File: src/rtl/axis_pkg.sv
// Shared helpers for the AXI4-Stream ingress: tkeep width derivation, byte counting
// and tkeep shape classification.
package axis_pkg;

    localparam int KEEP_MAX = 64;

    typedef enum logic [1:0] {
        KEEP_OK    = 2'd0,
        KEEP_EMPTY = 2'd1,
        KEEP_GAP   = 2'd2,
        KEEP_SHORT = 2'd3
    } keep_chk_e;

    function automatic int keep_width(input int data_width);
        return data_width / 8;
    endfunction

    function automatic logic [7:0] keep_popcount(input logic [KEEP_MAX-1:0] keep);
        logic [7:0] n;
        n = '0;
        for (int i = 0; i < KEEP_MAX; i++) begin
            n = n + {7'd0, keep[i]};
        end
        return n;
    endfunction

    // A contiguous-from-bit-0 mask has no set bit above a clear one: keep & (keep+1) == 0.
    function automatic logic keep_is_contiguous(input logic [KEEP_MAX-1:0] keep);
        return (keep & (keep + KEEP_MAX'(1))) == '0;
    endfunction

    function automatic keep_chk_e keep_classify(input logic [KEEP_MAX-1:0] keep,
                                                input logic last, input logic full);
        keep_chk_e r;
        r = KEEP_OK;
        if (keep == '0) begin
            r = KEEP_EMPTY;
        end else if (!keep_is_contiguous(keep)) begin
            r = KEEP_GAP;
        end else if (!last && !full) begin
            r = KEEP_SHORT;
        end
        return r;
    endfunction

endpackage

File: src/rtl/axis_sync_fifo.sv
// Synchronous FIFO holding data, keep, last and user per entry; pointer plus count,
// head outputs forced to zero while empty.
module axis_sync_fifo
    import axis_pkg::*;
#(
    parameter int DATA_WIDTH = 64,
    parameter int KEEP_WIDTH = 8,
    parameter int DEPTH      = 4
) (
    input  logic                      clk,
    input  logic                      rst,
    input  logic                      push,
    input  logic [DATA_WIDTH-1:0]     push_data,
    input  logic [KEEP_WIDTH-1:0]     push_keep,
    input  logic                      push_last,
    input  logic                      push_user,
    input  logic                      pop,
    output logic [DATA_WIDTH-1:0]     head_data,
    output logic [KEEP_WIDTH-1:0]     head_keep,
    output logic                      head_last,
    output logic                      head_user,
    output logic                      head_valid,
    output logic                      full,
    output logic [$clog2(DEPTH):0]    count
);

    localparam int ADDR_W = $clog2(DEPTH);
    localparam int CNT_W  = ADDR_W + 1;
    localparam logic [CNT_W-1:0] FULL_CNT = CNT_W'(DEPTH);

    logic [ADDR_W-1:0]     wr_ptr_q, wr_ptr_d;
    logic [ADDR_W-1:0]     rd_ptr_q, rd_ptr_d;
    logic [CNT_W-1:0]      count_q, count_d;
    logic [DATA_WIDTH-1:0] data_mem_q [DEPTH];
    logic [DATA_WIDTH-1:0] data_mem_d [DEPTH];
    logic [KEEP_WIDTH-1:0] keep_mem_q [DEPTH];
    logic [KEEP_WIDTH-1:0] keep_mem_d [DEPTH];
    logic [DEPTH-1:0]      last_mem_q, last_mem_d;
    logic [DEPTH-1:0]      user_mem_q, user_mem_d;
    logic                  wr_en, rd_en;

    assign full       = (count_q == FULL_CNT);
    assign head_valid = (count_q != '0);
    assign count      = count_q;
    assign wr_en      = push & ~full;
    assign rd_en      = pop & head_valid;

    assign head_data = head_valid ? data_mem_q[rd_ptr_q] : '0;
    assign head_keep = head_valid ? keep_mem_q[rd_ptr_q] : '0;
    assign head_last = head_valid & last_mem_q[rd_ptr_q];
    assign head_user = head_valid & user_mem_q[rd_ptr_q];

    always_comb begin
        wr_ptr_d   = wr_ptr_q;
        rd_ptr_d   = rd_ptr_q;
        count_d    = count_q;
        data_mem_d = data_mem_q;
        keep_mem_d = keep_mem_q;
        last_mem_d = last_mem_q;
        user_mem_d = user_mem_q;
        if (wr_en) begin
            data_mem_d[wr_ptr_q] = push_data;
            keep_mem_d[wr_ptr_q] = push_keep;
            last_mem_d[wr_ptr_q] = push_last;
            user_mem_d[wr_ptr_q] = push_user;
            wr_ptr_d             = wr_ptr_q + 1'b1;
        end
        if (rd_en) begin
            rd_ptr_d = rd_ptr_q + 1'b1;
        end
        case ({wr_en, rd_en})
            2'b10:   count_d = count_q + 1'b1;
            2'b01:   count_d = count_q - 1'b1;
            default: count_d = count_q;
        endcase
    end

    always_ff @(posedge clk or posedge rst) begin
        if (rst) begin
            wr_ptr_q <= '0;
            rd_ptr_q <= '0;
            count_q  <= '0;
        end else begin
            wr_ptr_q <= wr_ptr_d;
            rd_ptr_q <= rd_ptr_d;
            count_q  <= count_d;
        end
    end

    // Storage carries no reset; the head outputs are masked by head_valid instead.
    always_ff @(posedge clk) begin
        data_mem_q <= data_mem_d;
        keep_mem_q <= keep_mem_d;
        last_mem_q <= last_mem_d;
        user_mem_q <= user_mem_d;
    end

endmodule

File: src/rtl/axis_ingress_fifo.sv
// Buffered AXI4-Stream ingress: FIFO decoupling, start-of-frame tagging, frame byte
// length measurement and sticky tkeep protocol error.
module axis_ingress_fifo
    import axis_pkg::*;
#(
    parameter int DATA_WIDTH = 64,
    parameter int KEEP_WIDTH = keep_width(DATA_WIDTH),
    parameter int DEPTH      = 4,
    parameter int LEN_WIDTH  = 16
) (
    input  logic                    clk,
    input  logic                    rst,
    input  logic [DATA_WIDTH-1:0]   s_axis_tdata,
    input  logic [KEEP_WIDTH-1:0]   s_axis_tkeep,
    input  logic                    s_axis_tvalid,
    output logic                    s_axis_tready,
    input  logic                    s_axis_tlast,
    output logic [DATA_WIDTH-1:0]   m_axis_tdata,
    output logic [KEEP_WIDTH-1:0]   m_axis_tkeep,
    output logic                    m_axis_tvalid,
    input  logic                    m_axis_tready,
    output logic                    m_axis_tlast,
    output logic                    m_axis_tuser,
    output logic                    beat_accept,
    output logic                    frame_done,
    output logic [LEN_WIDTH-1:0]    frame_bytes,
    output logic                    proto_err,
    output logic [$clog2(DEPTH):0]  fill_level
);

    localparam int SUM_W = LEN_WIDTH + 8;
    localparam logic [LEN_WIDTH-1:0] LEN_MAX = {LEN_WIDTH{1'b1}};

    logic                  ready_en_q, ready_en_d;
    logic                  sof_q, sof_d;
    logic [LEN_WIDTH-1:0]  accum_q, accum_d;
    logic [LEN_WIDTH-1:0]  frame_bytes_q, frame_bytes_d;
    logic                  frame_done_q, frame_done_d;
    logic                  proto_err_q, proto_err_d;

    logic                  fifo_full;
    logic                  push, pop;
    logic [KEEP_MAX-1:0]   keep_ext;
    logic [7:0]            keep_cnt;
    logic [SUM_W-1:0]      len_sum;
    logic [LEN_WIDTH-1:0]  len_sat;
    keep_chk_e             keep_chk;

    // ready_en_q holds tready low through reset and the first cycle after release.
    assign s_axis_tready = ready_en_q & ~fifo_full;
    assign push          = s_axis_tvalid & s_axis_tready;
    assign pop           = m_axis_tvalid & m_axis_tready;
    assign beat_accept   = push;
    assign frame_done    = frame_done_q;
    assign frame_bytes   = frame_bytes_q;
    assign proto_err     = proto_err_q;

    assign keep_ext = KEEP_MAX'(s_axis_tkeep);
    assign keep_cnt = keep_popcount(keep_ext);
    assign keep_chk = keep_classify(keep_ext, s_axis_tlast, &s_axis_tkeep);
    assign len_sum  = SUM_W'(accum_q) + SUM_W'(keep_cnt);
    assign len_sat  = (len_sum > SUM_W'(LEN_MAX)) ? LEN_MAX : len_sum[LEN_WIDTH-1:0];

    always_comb begin
        ready_en_d    = 1'b1;
        sof_d         = sof_q;
        accum_d       = accum_q;
        frame_bytes_d = frame_bytes_q;
        frame_done_d  = 1'b0;
        proto_err_d   = proto_err_q;
        if (push) begin
            sof_d = s_axis_tlast;
            if (s_axis_tlast) begin
                frame_bytes_d = len_sat;
                frame_done_d  = 1'b1;
                accum_d       = '0;
            end else begin
                accum_d = len_sat;
            end
            if (keep_chk != KEEP_OK) begin
                proto_err_d = 1'b1;
            end
        end
    end

    always_ff @(posedge clk or posedge rst) begin
        if (rst) begin
            ready_en_q    <= 1'b0;
            sof_q         <= 1'b1;
            accum_q       <= '0;
            frame_bytes_q <= '0;
            frame_done_q  <= 1'b0;
            proto_err_q   <= 1'b0;
        end else begin
            ready_en_q    <= ready_en_d;
            sof_q         <= sof_d;
            accum_q       <= accum_d;
            frame_bytes_q <= frame_bytes_d;
            frame_done_q  <= frame_done_d;
            proto_err_q   <= proto_err_d;
        end
    end

    axis_sync_fifo #(
        .DATA_WIDTH (DATA_WIDTH),
        .KEEP_WIDTH (KEEP_WIDTH),
        .DEPTH      (DEPTH)
    ) u_fifo (
        .clk        (clk),
        .rst        (rst),
        .push       (push),
        .push_data  (s_axis_tdata),
        .push_keep  (s_axis_tkeep),
        .push_last  (s_axis_tlast),
        .push_user  (sof_q),
        .pop        (pop),
        .head_data  (m_axis_tdata),
        .head_keep  (m_axis_tkeep),
        .head_last  (m_axis_tlast),
        .head_user  (m_axis_tuser),
        .head_valid (m_axis_tvalid),
        .full       (fifo_full),
        .count      (fill_level)
    );

`ifndef SYNTHESIS
    a_ready_when_space: assert property (@(posedge clk) disable iff (rst)
        (ready_en_q && !fifo_full) |-> s_axis_tready);

    a_stall_stable: assert property (@(posedge clk) disable iff (rst)
        (m_axis_tvalid && !m_axis_tready) |=>
        (m_axis_tvalid && $stable(m_axis_tdata) && $stable(m_axis_tkeep) &&
         $stable(m_axis_tlast) && $stable(m_axis_tuser)));
`endif

endmodule

File: config.mk
export PLATFORM = sky130hd
export DESIGN_NAME = axis_ingress_fifo
export DESIGN_NICKNAME = d
export VERILOG_FILES = /design/src/rtl/axis_pkg.sv /design/src/rtl/axis_sync_fifo.sv /design/src/rtl/axis_ingress_fifo.sv
export SDC_FILE = /design/constraint.sdc
export NUM_CORES = 1
export LEC_CHECK = 0
export ABC_AREA = 0
export BUFFER_PORTS_ARGS = -buffer_cell sky130_fd_sc_hd__buf_2
export CORE_ASPECT_RATIO = 1.1
export CORE_UTILIZATION = 45
export DETAILED_ROUTE_END_ITERATION = 10
export SLEW_MARGIN = 20
export SYNTH_ARGS = -nofsm -noshare
export SYNTH_HDL_FRONTEND = slang
export SYNTH_SLANG_ARGS = --single-unit
export TNS_END_PERCENT = 20
File: constraint.sdc
create_clock -name clk -period 4.5 [get_ports clk]
set_input_delay 0 -clock clk [delete_from_list [all_inputs] [get_ports clk]]
set_output_delay 0 -clock clk [all_outputs]
set_load 0.05 [all_outputs]
==> results of run 1 <==
[power by group through the flow]
| stage | Clock (mW) | Combinational (mW) | Sequential, mW |
|---|---|---|---|
| after floorplan | 0 | 3.59 | 4.25 |
| after global placement | 0 | 4.69 | 4.27 |
| after CTS | 2.98 | 4.76 | 4.21 |
| final | 2.91 | 4.69 | 4.19 |
| after detailed placement | 0 | 4.70 | 4.27 |
| after global routing | 3.10 | 4.95 | 4.25 |
[worst min path at each step]
stage	startpoint	to
after global placement	s_axis_tdata[11]	u_fifo.data_mem_q[139]
final	rst	u_fifo.count[2]
after detailed placement	s_axis_tdata[11]	u_fifo.data_mem_q[203]
after CTS	s_axis_tdata[49]	u_fifo.data_mem_q[49]
after global routing	s_axis_tdata[7]	u_fifo.data_mem_q[71]
after floorplan	s_axis_tdata[0]	u_fifo.data_mem_q[0]
[layer usage]
layer,track usage,vias up,part of all wire
li1,-,3354,-
met1,0.236,3756,0.44
met2,0.308,162,0.50
met3,0.0318,33,0.040
met4,0.0447,0,0.014
met5,0,-,0
[cell type report]
cell class	count	area share
timing repair buffer	258	0.103
clock buffer	45	0.0567
multi-input combinational	334	0.208
clock inverter	19	0.0115
inverter	24	0.00536
sequential	339	0.586
tap	408	0.0300
[cell families after synthesis]
group,after synthesis,synth area share
DFF,339,0.724
buffers and inverters,58,0.0189
AOI/OAI and AO/OA,71,0.0381
and+or+nand+nor,149,0.0633
other,1,0.000273
muxes,77,0.123
adders and majority gates,20,0.0215
xor gates and xnor gates,16,0.0102
[flip-flops by register name, summed over array words and instances (netlist names), 3 cells and up]
register           flops
u_fifo.data_mem_q    256
u_fifo.keep_mem_q     32
accum_q               16
frame_bytes           16
u_fifo.last_mem_q      4
u_fifo.user_mem_q      4
u_fifo.count           3
[through the flow]
| stage | instance area [sq um] | setup WS, ns | hold WS (ns) | std cells | power [mW] |
|---|---|---|---|---|---|
| 5_1_grt | 17000 | 0.454 | 0.247 | 1427 | 12.3 |
| 3_5_place_dp | 15100 | 0.601 | 0.220 | 1287 | 8.97 |
| 2_1_floorplan | 13800 | 0.244 | 0.0989 | 731 | 7.84 |
| 6_report | 17000 | 0.591 | 0.250 | 1427 | 11.8 |
| 4_1_cts | 17000 | 0.593 | 0.225 | 1427 | 11.9 |
| 3_3_place_gp | 15100 | 0.665 | 0.217 | 1287 | 8.95 |
[layout by cell type (no fill, tap or decap), types with 3 or more instances in the layout]
| master | n |
|---|---|
| xor2_1 | 5 |
| clkbuf_1 | 7 |
| dfrtp_1 | 40 |
| edfxtp_1 | 296 |
| nand2b_1 | 6 |
| and3_1 | 4 |
| nor2_1 | 22 |
| a21oi_2 | 14 |
| buf_4 | 3 |
| a31oi_1 | 6 |
| bufinv_16 | 4 |
| and2_1 | 76 |
| buf_2 | 174 |
| o21ai_2 | 3 |
| a21o_1 | 6 |
| mux4_2 | 74 |
| fa_1 | 6 |
| o21ai_1 | 8 |
| inv_1 | 21 |
| a41o_1 | 3 |
| ha_1 | 14 |
| o21ai_0 | 5 |
| a21oi_1 | 11 |
| nand4_1 | 3 |
| buf_12 | 5 |
| clkbuf_16 | 37 |
| nand2_1 | 17 |
| nand3_1 | 5 |
| and2_4 | 4 |
| dlygate4sd3_1 | 76 |
| clkinv_1 | 6 |
| mux2i_1 | 3 |
| xnor2_1 | 11 |
| clkinv_2 | 8 |
[timing repair]
item,in CTS,in global routing
hold endpoints to repair,338,0
hold buffers,76,0
endpoints found under the setup margin,0,0
[worst max-delay path, stage by stage]
cell,delay [ns]
dlygate4sd3_1,0.53
buf_2,0.18
fa_1,0.54
inv_1,0.05
fa_1,0.50
fa_1,0.43
fa_1,0.41
fa_1,0.42
nand2b_1,0.19
a21oi_2,0.12
buf_4,0.21
and3_1,0.49
nor2_1,0.13
o21ai_1,0.14
==> reports/results.tsv, run 1 <==
stage	metric	value	unit
clock_tree	Clock Tree Root	clkbuf_16	
routing	via count	7305	
power	Sw Share	0.395	
sta	setup tns final	0	ns
setup_path	Worst setup EP type	flop	
sta	Worst-Margin Slew	0.965	ns
clock_tree	clock sinks	339	
die	Die ar.	0.0313	sq mm
die	chip height	185	um
finish	number of fill cells in the layout	2330	
clock_tree	Num CTS Buffers	36	
die	die width	169	um
die	I/O pin cnt	175	
clock_tree	worst-skew pair later-pin latency	0.51	ns
sta	relative slew slack	0.356	
yosys	EDFF count, synth	296	
finish	Reg area	0.00997	sq mm
sta	Final Hold Fails	0	
power	worst vdd ir	520	uV
sta	fmax	256	MHz
min_path	worst hold path class	primary input to async pin	
setup_path	Setup crit start kind	primary input	
grt	initial antenna violation count	0	
clock_tree	H-tree levels	2	
yosys	Synth async-reset ratio	0.127	
yosys	Synth area leaders	edfxtp_1 (65%), mux4_2 (12%), dfrtp_1 (7.6%)	
setup_path	Worst R2R Start	accum_q[0]	
yosys	Post-Syn Area per Cell	18.8	sq um
yosys	sequential element share of the synthesized area	0.724	
clock_tree	Setup Fix Bufs, Post-CTS	0	
finish	layout cell share with drive strength beyond 1	0.340	
yosys	cells after synthesis	731	
grt	vias in the first global route	7655	
setup_path	crit path kind	primary input to flop	
finish	fin nets	1090	
clock_tree	CTS tree	built	
finish	area growth from synthesis to layout	23.8	%
finish	diode count	0	
sta	fin crit period	3.91	ns
clock_tree	clock-pin slew on the worst setup and hold paths	0.06	ns
grt	total track usage	0.179	
yosys	commonest cells in the netlist	edfxtp_1 (296), and2_1 (80), mux4_2 (74), dfrtp_1 (42)	
setup_path	worst setup path end	accum_q[3]	
routing	drt pass-1 iters	5	
finish	fin util	0.571	
sta	crit share post-route	0.869	
grt	total grt overflow	0	
setup_path	Worst R2R Setup Slack	0.97	ns
routing	DRT iter0 DRCs	377	
yosys	top-count cell post-synth	edfxtp_1	
routing	via density per instance	5.12	
die	Initial Utilization	0.461	
clock_tree	Clock Path Buffers	3	
flow_run	max cap viols	0	
clock_tree	Post-CTS Resized	0	
power	Internal	7.13	mW
power	Leak	6.20	nW
power	Gate power share	0.398	
setup_path	top fanout value on the critical path	13	
setup_path	Setup crit start	s_axis_tkeep[0]	
setup_path	Worst EP arrival	4.33	ns
yosys	post-synth top area share	0.646	
yosys	Yosys warning total	0	
yosys	flops & latches, synth	339	
power	Net Sw Power	4.66	mW
die	core area	0.0298	sq mm
yosys	Synth Flop Type	edfxtp_1	
placement	port bufs	174	
sta	final setup fails	0	
power	sequential share of power	0.355	
sta	Max Slew Vio Count	0	
yosys	synthesized area	0.0138	sq mm
power	power per cell area	692	mW/mm^2
setup_path	worst reg2reg endpoint	accum_q[3]	
setup_path	worst r2r path cells	11	
routing	WL final	27500	um
routing	WL/cell	19.3	um
placement	post-DP HPWL	15800	um
setup_path	Req. time, crit path	4.92	ns
routing	final routed DRC violation total	0	
placement	GPL Wtd Cong	0.755	
sta	RSZ-0062 raised after global routing	no	
finish	area of the multi-input gates	0.00354	sq mm
grt	largest net degree at the start of global routing	75	
yosys	number of library cell types mapped by synthesis	54	
status	run status	complete, no violations	
yosys	Net Count, Synth	828	
power	clock share of power	0.247	
routing	remaining antenna violation count	0	
yosys	cell taking the most area after synthesis	edfxtp_1	
grt	first-pass GRT wire length	42400	um
sta	Clock Skew	0.0180	ns
die	Rows	66	
Power figures use the tool's default switching activity.
==> run 2, diff against run 1 <==
Clock period 4.5 ns to 4.03 ns, I/O delays scaled along.
==> reports/results.tsv, run 2 (synthesized netlist as in run 1, its figures left out) <==
stage	metric	value	unit
status	run status	complete, no violations	
sta	fin crit period	3.79	ns
setup_path	Buffers & Inverters on Critical Path	4	
sta	crit share post-route	0.940	
finish	fin nets	1101	
routing	drt pass-1 iters	4	
routing	DRT iter0 DRCs	447	
setup_path	max incr delay on CP	0.54	ns
routing	final routed DRC violation total	0	
setup_path	top fanout value on the critical path	10	
finish	Layout Cells excl Fill	1437	
die	chip height	185	um
power	power per cell area	771	mW/mm^2
sta	RSZ-0062 raised after global routing	no	
clock_tree	clock-pin slew on the worst setup and hold paths	0.06	ns
routing	via count	7314	
clock_tree	CTS tree	built	
finish	number of fill cells in the layout	2274	
finish	diode count	0	
sta	Max Slew Vio Count	0	
die	Initial Utilization	0.461	
clock_tree	Clock Tree Root	clkbuf_16	
setup_path	worst-path cell chain	dlygate4sd3_1 > buf_2 > fa_1 > inv_1 > fa_1 > fa_1 > fa_1 > fa_1 > nand2b_1 > a21oi_2 > buf_4 > nand3_4 > a41o_1 > a21oi_2	
finish	Largest Register	u_fifo.data_mem_q	
setup_path	Setup crit start kind	primary input	
setup_path	crit path kind	primary input to flop	
finish	Final Cell Area	0.0171	sq mm
grt	initial antenna violation count	0	
setup_path	worst r2r path cells	11	
grt	total grt overflow	0	
power	Leak	6.27	nW
placement	post-DP HPWL	16200	um
finish	most frequent cells in the layout	edfxtp_1 (296), buf_2 (174), and2_1 (76), dlygate4sd3_1 (76), mux4_2 (74)	
finish	registers with the most flip-flops	u_fifo.data_mem_q (256), u_fifo.keep_mem_q (32)	
placement	placed cell count	1298	
clock_tree	worst-skew pair later-pin latency	0.51	ns
setup_path	crit-path most repeated cell	fa_1	
die	Rows	66	
finish	Reg area	0.00997	sq mm
setup_path	Slowest-stage cell, CP	fa_1	
setup_path	Worst R2R Setup Slack	0.58	ns
clock_tree	# hold bufs at CTS	76	
sta	Worst-Margin Slew	0.808	ns
die	I/O pin cnt	175	
power	worst vdd ir	427	uV
finish	layout cell share with drive strength beyond 1	0.349	
setup_path	Worst R2R Start	accum_q[0]	
setup_path	Worst setup EP type	flop	
finish	area growth from synthesis to layout	24.6	%
grt	total track usage	0.181	
setup_path	cell family with the largest share of critical-path delay	adder cells	
routing	via density per instance	5.09	
clock_tree	Num CTS Buffers	36	
clock_tree	clock sinks	339	
grt	first-pass GRT wire length	43000	um
die	core area	0.0298	sq mm
placement	port bufs	174	
sta	setup tns final	0	ns
clock_tree	Clock Path Buffers	3	
routing	remaining antenna violation count	0	
sta	relative slew slack	0.461	
min_path	worst hold path class	primary input to async pin	
grt	largest net degree at the start of global routing	76	
sta	Clock Skew	0.0137	ns
sta	Final Hold Fails	0	
power	Total Power	13.2	mW
finish	max FFs per register	256	
placement	Placed Area	0.0152	sq mm
placement	GPL Wtd Cong	0.779	
setup_path	Req. time, crit path	4.46	ns
sta	final setup fails	0	
die	die width	169	um
sta	fmax	264	MHz
clock_tree	Setup Fix Bufs, Post-CTS	0	
flow_run	max cap viols	0	
routing	WL final	27700	um
finish	most common cell after layout, fill and taps aside	edfxtp_1	
finish	area of the multi-input gates	0.00354	sq mm
grt	vias in the first global route	7570	
die	Die ar.	0.0313	sq mm
setup_path	Worst EP arrival	4.22	ns
clock_tree	Post-CTS Resized	0	
setup_path	worst reg2reg endpoint	accum_q[6]	
routing	WL/cell	19.3	um
clock_tree	H-tree levels	2	
## run 2: cell count changes in the layout (fill, tap and decap cells not counted), sizes merged
cell    delta
clkbuf     +2
inv        -3
buf       +11
## run 2: cell type report
class | count | share of cell area
flip-flops and latches | 339 | 0.582
repair buffers | 269 | 0.107
well taps | 408 | 0.0298
clock inverters | 16 | 0.0111
multi-input cells | 334 | 0.207
inverters | 24 | 0.00533
clock buffers | 47 | 0.0580
## run 2: worst max path at each step
stage | start | end | slack, ns | cells after the start
3_5_place_dp | s_axis_tkeep[0] | accum_q[6] | 0.27 | 13
4_1_cts | s_axis_tkeep[0] | accum_q[6] | 0.27 | 14
5_1_grt | s_axis_tkeep[0] | accum_q[6] | 0.11 | 14
6_report | s_axis_tkeep[0] | accum_q[6] | 0.24 | 14
2_1_floorplan | u_fifo.count[0] | u_fifo.data_mem_q[0] | -0.04 | 6
3_3_place_gp | s_axis_tkeep[0] | accum_q[6] | 0.28 | 13
## run 2: stage by stage
stage	hold slack (ns)	util	setup WS, ns
6_report	0.199	0.575	0.241
3_3_place_gp	0.192	0.510	0.285
5_1_grt	0.243	0.575	0.107
4_1_cts	0.203	0.575	0.271
2_1_floorplan	0.0989	-	-0.0391
3_5_place_dp	0.197	0.510	0.268
## run 2: worst min-delay path, delay by kind of cell
kind	cells	cell delay (ns)
buf+inv	4	1.17
## run 2: layer usage
layer | wire length (um) | vias to the layer above | part of all wire | GRT usage
li1 | - | 3378 | - | -
met1 | 12000 | 3734 | 0.43 | 0.243
met2 | 14000 | 157 | 0.50 | 0.304
met3 | 1210 | 45 | 0.044 | 0.0318
met4 | 565 | 0 | 0.020 | 0.0509
met5 | 0 | - | 0 | 0
## run 2: where the power goes
group	internal (mW)	switching, mW	total, mW	leakage [nW]
Sequential	4.29	0.240	4.53	3.22
Clock	2.00	1.29	3.29	0.587
Combinational	1.73	3.67	5.39	2.46
==> run 3, diff against run 2 <==
Settings changed: BUFFER_PORTS_ARGS -buffer_cell sky130_fd_sc_hd__buf_2 to default, DONT_BUFFER_PORTS from default to 1.
==> reports/results.tsv, run 3 (synthesized netlist as in run 1, its figures left out) <==
stage	metric	value	unit
status	run status	complete, no violations	
routing	WL final	27500	um
routing	DRT iter0 DRCs	426	
power	power per cell area	774	mW/mm^2
finish	diode count	0	
clock_tree	H-tree levels	2	
setup_path	top fanout value on the critical path	6	
clock_tree	Setup Fix Bufs, Post-CTS	0	
finish	max FFs per register	256	
sta	fin crit period	3.44	ns
finish	layout cell share with drive strength beyond 1	0.210	
finish	fin nets	925	
placement	GPL Wtd Cong	0.806	
flow_run	max cap viols	0	
die	Die ar.	0.0313	sq mm
grt	initial antenna violation count	0	
finish	Largest Register	u_fifo.data_mem_q	
setup_path	worst-path cell chain	inv_1 > fa_1 > fa_1 > fa_1 > fa_1 > nand2b_1 > a21oi_2 > and3_1 > a21oi_1 > o21ai_1	
placement	port bufs	0	
clock_tree	Num CTS Buffers	36	
finish	registers with the most flip-flops	u_fifo.data_mem_q (256), u_fifo.keep_mem_q (32)	
grt	total track usage	0.180	
finish	Layout Cells excl Fill	1262	
setup_path	Setup crit start kind	flop	
clock_tree	Clock Path Buffers	3	
setup_path	Worst setup EP type	flop	
sta	crit share post-route	0.854	
finish	most frequent cells in the layout	edfxtp_1 (296), and2_1 (76), dlygate4sd3_1 (76)	
setup_path	max incr delay on CP	0.52	ns
sta	Clock Skew	0.00831	ns
clock_tree	Clock Tree Root	clkbuf_16	
power	Leak	5.52	nW
finish	most common cell after layout, fill and taps aside	edfxtp_1	
sta	Worst-Margin Slew	0.846	ns
die	Initial Utilization	0.461	
grt	total grt overflow	0	
setup_path	Buffers & Inverters on Critical Path	1	
grt	vias in the first global route	7534	
power	worst vdd ir	360	uV
sta	Final Hold Fails	0	
die	die width	169	um
sta	Max Slew Vio Count	0	
placement	post-DP HPWL	16400	um
clock_tree	CTS tree	built	
sta	setup tns final	0	ns
min_path	worst hold path class	primary input to flop	
clock_tree	clock sinks	339	
die	I/O pin cnt	175	
finish	Final Cell Area	0.0162	sq mm
clock_tree	clock-pin slew on the worst setup and hold paths	0.06	ns
setup_path	crit path kind	flop to flop	
die	core area	0.0298	sq mm
setup_path	Slowest-stage cell, CP	fa_1	
grt	largest net degree at the start of global routing	76	
setup_path	cell family with the largest share of critical-path delay	adder cells	
routing	via density per instance	5.43	
finish	fin util	0.544	
sta	final setup fails	0	
finish	area growth from synthesis to layout	17.9	%
setup_path	Req. time, crit path	4.46	ns
routing	drt pass-1 iters	5	
sta	relative slew slack	0.436	
die	chip height	185	um
power	Total Power	12.6	mW
setup_path	crit-path most repeated cell	fa_1	
routing	final routed DRC violation total	0	
routing	via count	6857	
die	Rows	66	
setup_path	Worst EP arrival	3.87	ns
grt	first-pass GRT wire length	42500	um
sta	RSZ-0062 raised after global routing	no	
sta	fmax	290	MHz
clock_tree	worst-skew pair later-pin latency	0.51	ns
placement	placed cell count	1122	
routing	remaining antenna violation count	0	
routing	WL/cell	21.8	um
placement	Placed Area	0.0143	sq mm
run 3: changes by cell type in the layout (fill, tap and decap cells not counted), sizes merged:
cell / before / now
buf: 193 / 17
bufinv: 4 / 2
clkinvlp: 0 / 4
clkbuf: 47 / 46
clkinv: 14 / 11
inv: 22 / 25
run 3: where the power goes:
part | leakage [nW] | internal [mW] | switching [mW]
logic | 1.76 | 1.33 | 3.22
registers | 3.22 | 4.28 | 0.589
clock network | 0.536 | 1.84 | 1.29
run 3: worst paths after layout:
check	cells past startpoint	from	to	slack, ns
hold / removal	5	s_axis_tkeep[1]	proto_err	0.04
hold reg to reg	2	sof_q	sof_q	0.48
max in group asynchronous	3	rst	u_fifo.rd_ptr_q[1]	3.51
min in group asynchronous	3	rst	u_fifo.count[1]	0.09
setup / recovery	10	accum_q[0]	accum_q[2]	0.59
setup reg to reg	10	accum_q[0]	accum_q[2]	0.59
run 3: cell type report:
type / count / area [sq um]
clock buffers: 46 / 970
clock inverters: 18 / 154
fillers: 2315 / 13600
inverters: 24 / 91.3
multi-input cells: 334 / 3550
flip-flops and latches: 339 / 9970
well taps: 408 / 510
repair buffers: 93 / 971
run 3: metal layers:
| metal | track usage | wire length [um] |
|---|---|---|
| met1 | 0.224 | 11000 |
| met2 | 0.312 | 14100 |
| met3 | 0.0395 | 1680 |
| met4 | 0.0585 | 617 |
| met5 | 0 | 0 |
run 3: worst min-delay path, cell delays in order:
cell and delay, ns:
ha_1 0.16, nor2_1 0.08, nor3_1 0.05, o2111ai_1 0.10
a21o_1 0.12
run 3: through the flow:
| stage | hold WS (ns) | worst slack [ns] |
|---|---|---|
| 6_report | 0.0371 | 0.587 |
| 5_1_grt | 0.0766 | 0.378 |
| 4_1_cts | 0.0366 | 0.608 |
| 3_5_place_dp | 0.0711 | 0.513 |
| 3_3_place_gp | 0.0560 | 0.558 |
| 2_1_floorplan | 0.0989 | -0.0391 |
run 3: what timing repair did:
action	in CTS	in global routing
hold buffers	76	0
setup endpoints to repair	0	0
gates resized for setup	0	0
endpoints found under the hold margin	369	0
